<file path="src/rtl/geri_yaz.sv">
// ---------------------------------------------------------------------------
// geri_yaz - writeback stage
//
// Merges single-cycle execute results and handshaked memory-load results
// onto the single register-file write port. Execute results always win the
// port. Loads that lose arbitration wait in a small in-order FIFO, and
// bellek_hazir_o drops while that FIFO is full. All writeback outputs are
// registered, so there is one cycle of latency.
//
// Optional build macro:
//   GERIYAZ_SAYAC_EN - adds a 32-bit retired-write counter on geriyaz_sayac_o
//
// Ports:
//   clk_i, rst_i        clock, synchronous active-high reset
//   yurut_*_i           execute result (valid, write-enable, data, rd, tag)
//   bellek_gecerli_i    load result valid
//   bellek_hazir_o      stage accepts a load result this cycle
//   bellek_*_i          load result fields (data, rd, tag)
//   geriyaz_*_o         register-file write port (data, rd, tag, valid)
//   geriyaz_sayac_o     retired write count (GERIYAZ_SAYAC_EN only)
// ---------------------------------------------------------------------------
module geri_yaz #(
  parameter int VERI_BIT        = 32,
  parameter int YAZMAC_BIT      = 5,
  parameter int ETIKET_BIT      = 4,
  parameter int KUYRUK_DERINLIK = 2
) (
  input  logic                  clk_i,
  input  logic                  rst_i,
  input  logic                  yurut_gecerli_i,
  input  logic                  yurut_yaz_i,
  input  logic [VERI_BIT-1:0]   yurut_veri_i,
  input  logic [YAZMAC_BIT-1:0] yurut_adres_i,
  input  logic [ETIKET_BIT-1:0] yurut_etiket_i,
  input  logic                  bellek_gecerli_i,
  output logic                  bellek_hazir_o,
  input  logic [VERI_BIT-1:0]   bellek_veri_i,
  input  logic [YAZMAC_BIT-1:0] bellek_adres_i,
  input  logic [ETIKET_BIT-1:0] bellek_etiket_i,
  output logic [VERI_BIT-1:0]   geriyaz_veri_o,
  output logic [YAZMAC_BIT-1:0] geriyaz_adres_o,
  output logic [ETIKET_BIT-1:0] geriyaz_etiket_o,
`ifdef GERIYAZ_SAYAC_EN
  output logic [31:0]           geriyaz_sayac_o,
`endif
  output logic                  geriyaz_gecerli_o
);

  // Depth is a power of two, so the pointers wrap on their own.
  localparam int PTR_BIT = (KUYRUK_DERINLIK > 1) ? $clog2(KUYRUK_DERINLIK) : 1;
  localparam int SAY_BIT = $clog2(KUYRUK_DERINLIK + 1);

  localparam logic [PTR_BIT-1:0] PTR_BIR = PTR_BIT'(1);
  localparam logic [SAY_BIT-1:0] SAY_BIR = SAY_BIT'(1);
  localparam logic [SAY_BIT-1:0] DOLU    = SAY_BIT'(KUYRUK_DERINLIK);

  logic [VERI_BIT-1:0]   kuyruk_veri   [KUYRUK_DERINLIK];
  logic [YAZMAC_BIT-1:0] kuyruk_adres  [KUYRUK_DERINLIK];
  logic [ETIKET_BIT-1:0] kuyruk_etiket [KUYRUK_DERINLIK];

  logic [PTR_BIT-1:0] yaz_ptr;
  logic [PTR_BIT-1:0] oku_ptr;
  logic [SAY_BIT-1:0] sayi;

  logic yurut_istek;
  logic aktarim;
  logic yukle_gecerli;
  logic bos;
  logic push;
  logic pop;

  logic                  sec_gecerli;
  logic [VERI_BIT-1:0]   sec_veri;
  logic [YAZMAC_BIT-1:0] sec_adres;
  logic [ETIKET_BIT-1:0] sec_etiket;

  // Ready depends only on the registered count, never on this cycle's
  // traffic, so a pop in the same cycle cannot open a slot for a push.
  assign bellek_hazir_o = !rst_i && (sayi < DOLU);

  assign yurut_istek   = yurut_gecerli_i && yurut_yaz_i && (yurut_adres_i != '0);
  assign aktarim       = bellek_gecerli_i && bellek_hazir_o;
  assign yukle_gecerli = aktarim && (bellek_adres_i != '0);
  assign bos           = (sayi == '0);

  // The head only leaves when execute is idle; an incoming load must queue
  // whenever it cannot bypass, which keeps loads in acceptance order.
  assign pop  = !yurut_istek && !bos;
  assign push = yukle_gecerli && (yurut_istek || !bos);

  // Slot winner: execute, then FIFO head, then a bypassed load.
  always_comb begin
    sec_gecerli = 1'b0;
    sec_veri    = yurut_veri_i;
    sec_adres   = yurut_adres_i;
    sec_etiket  = yurut_etiket_i;
    if (yurut_istek) begin
      sec_gecerli = 1'b1;
    end else if (!bos) begin
      sec_gecerli = 1'b1;
      sec_veri    = kuyruk_veri[oku_ptr];
      sec_adres   = kuyruk_adres[oku_ptr];
      sec_etiket  = kuyruk_etiket[oku_ptr];
    end else if (yukle_gecerli) begin
      sec_gecerli = 1'b1;
      sec_veri    = bellek_veri_i;
      sec_adres   = bellek_adres_i;
      sec_etiket  = bellek_etiket_i;
    end
  end

  // FIFO storage needs no reset: only entries below the count are read.
  always_ff @(posedge clk_i) begin
    if (push) begin
      kuyruk_veri[yaz_ptr]   <= bellek_veri_i;
      kuyruk_adres[yaz_ptr]  <= bellek_adres_i;
      kuyruk_etiket[yaz_ptr] <= bellek_etiket_i;
    end
  end

  always_ff @(posedge clk_i) begin
    if (rst_i) begin
      yaz_ptr <= '0;
      oku_ptr <= '0;
      sayi    <= '0;
    end else begin
      if (push) yaz_ptr <= yaz_ptr + PTR_BIR;
      if (pop)  oku_ptr <= oku_ptr + PTR_BIR;
      case ({push, pop})
        2'b10:   sayi <= sayi + SAY_BIR;
        2'b01:   sayi <= sayi - SAY_BIR;
        default: sayi <= sayi;
      endcase
    end
  end

  // Data, address and tag only update when a result wins, so they hold
  // their last value through idle cycles.
  always_ff @(posedge clk_i) begin
    if (rst_i) begin
      geriyaz_gecerli_o <= 1'b0;
      geriyaz_veri_o    <= '0;
      geriyaz_adres_o   <= '0;
      geriyaz_etiket_o  <= '0;
    end else begin
      geriyaz_gecerli_o <= sec_gecerli;
      if (sec_gecerli) begin
        geriyaz_veri_o   <= sec_veri;
        geriyaz_adres_o  <= sec_adres;
        geriyaz_etiket_o <= sec_etiket;
      end
    end
  end

`ifdef GERIYAZ_SAYAC_EN
  logic [31:0] sayac_q;

  // Counts cycles with a write on the port; wraps naturally at 2^32.
  always_ff @(posedge clk_i) begin
    if (rst_i) begin
      sayac_q <= '0;
    end else if (geriyaz_gecerli_o) begin
      sayac_q <= sayac_q + 32'd1;
    end
  end

  assign geriyaz_sayac_o = sayac_q;
`else
  // No retired-write counter in this build.
`endif

endmodule

</file>
<file path="config.mk">
export PLATFORM = sky130hd
export DESIGN_NAME = geri_yaz
export DESIGN_NICKNAME = d
export VERILOG_FILES = /design/src/rtl/geri_yaz.sv
export SDC_FILE = /design/constraint.sdc
export NUM_CORES = 1
export LEC_CHECK = 0
export CAP_MARGIN = 25
export CORE_UTILIZATION = 50
export DETAILED_ROUTE_END_ITERATION = 10
export HOLD_SLACK_MARGIN = 0.06
export PLACE_DENSITY = 0.8
export SYNTH_ARGS = -nofsm -noshare
export SYNTH_HDL_FRONTEND = slang
export SYNTH_SLANG_ARGS = --single-unit
</file>
<file path="constraint.sdc">
create_clock -name clk_i -period 3.15 [get_ports clk_i]
set_input_delay 0.4725 -clock clk_i [delete_from_list [all_inputs] [get_ports clk_i]]
set_output_delay 0.4725 -clock clk_i [all_outputs]
set_load 0.01 [all_outputs]
</file>
==> flow_summary.yaml <==
run_status:
  status: "complete, no violations"
cts:
  hold_buffers: 0
  cts_tree: "yes"
  htree_num_levels: 4
  cts_setup_buffers: 0
  path_clk_slew_ns: 0.06
  worst_skew_pair.late_latency_ns: 0.52
  cts.root.buffer_cell: "clkbuf_8"
  numCtsBuffers: 17
  max-clock-path-buffers: 2
  cts_resized: 0
  cts.sinks: 129
global_route:
  grt_pass1_vias: 4427
  grt.overflow.total: 0
  grt_max_degree: 50
  grt_usage_pct: 25.4
  grt_pass1_wl_um: 22100
  antenna_found_initial: 0
synthesis:
  ys_warn_count: 0
  yosysSeqAreaShare_pct: 61.2
  synth-edff-count: 82
  synth_seq_cells: 129
  synth_cell_type_count: 42
  synth_cells: 452
  synth_area_um2: 5560
  async_flop_share_pct: 0
  synth-main-ff-cell: "edfxtp_1"
  synth_nets: 540
  avgSynthCellArea_um2: 12.3
critical_path:
  critPathMaxFanout: 41
  crit_path_end_kind: "flip-flop"
  worstPathRequired_ns: 3.27
  start_kind: "primary input"
  crit_arrival_ns: 2.49
  crit_type: "in -> reg"
power_and_ir_drop:
  leakage_nw: 2.50
  p_per_area_nw_per_um2: 809
  peakVddDrop_uv: 424
placed_design:
  place_ws_ns: 0.265
  gp_congestion: 0.834
  port_buffers: 129
  hpwlAfterDp_um: 9200
floorplanning:
  start_util_pct: 51.3
  fp-row-count: 38
  io_pins: 130
  dieHeight_um: 107
  die_area_um2: 11500
  dieWidth_um: 107
  core-area_um2: 10800
final_layout:
  syn_to_final_growth_pct: 35.6
  drive_gt1_share_pct: 15.9
  nNetsFinal: 665
  n_antenna_cell: 0
route:
  wl_per_cell_um: 19.7
  ant_nets: 0
  drt-pass1-iter-count: 5
  drt-initial-drc-count: 362
  vias_per_cell: 6.00
  drt-total-wl_um: 14400
  num_vias: 4383
  drc: 0
sta:
  fmaxAchievable_mhz: 421
  worst_pin_slew_ns: 1.01
  slew_violations: 0
  setup_ws_ns: 0.777
  grt_setup_unrepaired: "false"
  fin_tns_setup_ns: 0
  period_share_pct: 75.3
  hold_violations: 0
  fin_crit_ns: 2.37
  slew_headroom_pct: 32.9
  setup_viol: 0
  finClkSkew_ns: 0.00592
job:
  cap_violations: 0
worst_hold_path:
  hp-class: "reg -> reg"
==> cell usage in the layout (no fill, tap or decap), drive strengths merged, types with 2 or more instances in the layout <==
cell	Yosys	routed
edfxtp	82	82
and3	2	2
a311oi	36	36
clkdlybuf4s50	0	128
nor3	40	40
dfxtp	47	47
a211oi	6	6
clkinv	0	4
mux2i	17	17
o211ai	9	9
nand2	50	50
bufinv	0	4
nor2	5	5
o21ai	31	31
nand3	30	30
a21oi	7	7
buf	16	19
a31oi	2	2
mux2	30	30
a21o	2	2
clkbuf	25	21
clkinvlp	0	3
or3	3	3
==> state kept, by name (all words and copies together), names as in the netlist, named ones only <==
signal,flops
kuyruk_etiket,8
kuyruk_adres,10
geriyaz_gecerli_o,1
oku_ptr,1
sayi,2
geriyaz_veri_o,32
geriyaz_adres_o,5
kuyruk_veri,64
geriyaz_etiket_o,4
yaz_ptr,1
==> where the power goes <==
group	switching (W)	internal, W	total, W
clock network	0.000698	0.00128	0.00198
registers	0.000182	0.00208	0.00226
logic	0.000930	0.000929	0.00186
==> cell usage after synthesis (2+ instances only) <==
master,count,area share (%)
a31oi_1,2,0.23
nand3_1,30,2.7
mux2_2,30,6.1
a311oi_1,36,5.7
o211ai_1,8,1.1
o21ai_1,24,2.2
nand2_1,50,3.4
nor3_1,39,3.5
clkbuf_4,2,0.27
a211oi_1,5,0.68
or3_1,2,0.23
and3_1,2,0.23
buf_2,10,0.90
mux2i_1,17,3.1
clkbuf_8,6,1.5
o21ai_0,4,0.36
a21oi_1,7,0.63
edfxtp_1,82,44
nor2_1,5,0.34
buf_6,5,1.0
dfxtp_1,47,17
o21ai_2,3,0.47
clkbuf_1,17,1.1
==> per-layer routing <==
layer / share of wire [%] / vias to the layer above / track usage [%] / routed length, µm
li1: - / 1990 / - / -
met1: 39 / 2150 / 29.4 / 5660
met2: 51 / 203 / 45.0 / 7400
met3: 6.3 / 40 / 5.99 / 909
met4: 2.8 / 0 / 10.8 / 408
met5: 0 / - / 0 / 0
==> worst paths after layout <==
kind | startpoint | end | slack (ns) | depth (start not counted)
max | bellek_adres_i[3] | kuyruk_veri[1][15] | 0.78 | 4
min | yaz_ptr | yaz_ptr | 0.52 | 2
max reg2reg | sayi[1] | kuyruk_veri[1][15] | 0.91 | 3
min reg2reg | yaz_ptr | yaz_ptr | 0.52 | 2
==> logic make-up after synthesis <==
group | synth area share [%]
xor+xnor | 0.315
compound gates | 12.8
fa+ha+maj | 0.225
buf+inv | 5.02
mux | 9.14
simple gates | 11.3
flops | 61.2
==> critical path, stage by stage <==
cell and delay (ns):
clkdlybuf4s50_1 0.50, or4_4 0.55, o211a_2 0.35, and3_2 0.58
==> cell type report <==
cell class | count | area, µm²
fillers | 776 | 3310
flip-flops and latches | 129 | 3400
inverters | 1 | 3.75
clock inverters | 11 | 163
repair buffers | 147 | 1460
multi-input cells | 281 | 1900
well taps | 140 | 175
clock buffers | 21 | 429
==> stage by stage <==
| stage | total power (W) | instances | instance area [µm²] | util, % | hold WS (ns) |
|---|---|---|---|---|---|
| after floorplan | 0.00334 | 452 | 5560 | - | 0.458 |
| after global placement | 0.00406 | 698 | 6940 | 64.0 | 0.481 |
| after detailed placement | 0.00412 | 698 | 6940 | 64.0 | 0.516 |
| after CTS | 0.00611 | 730 | 7530 | 69.5 | 0.520 |
| after global routing | 0.00635 | 730 | 7530 | 69.5 | 0.536 |
| final | 0.00610 | 730 | 7530 | 69.5 | 0.522 |
(Power assumes the default switching activity.)
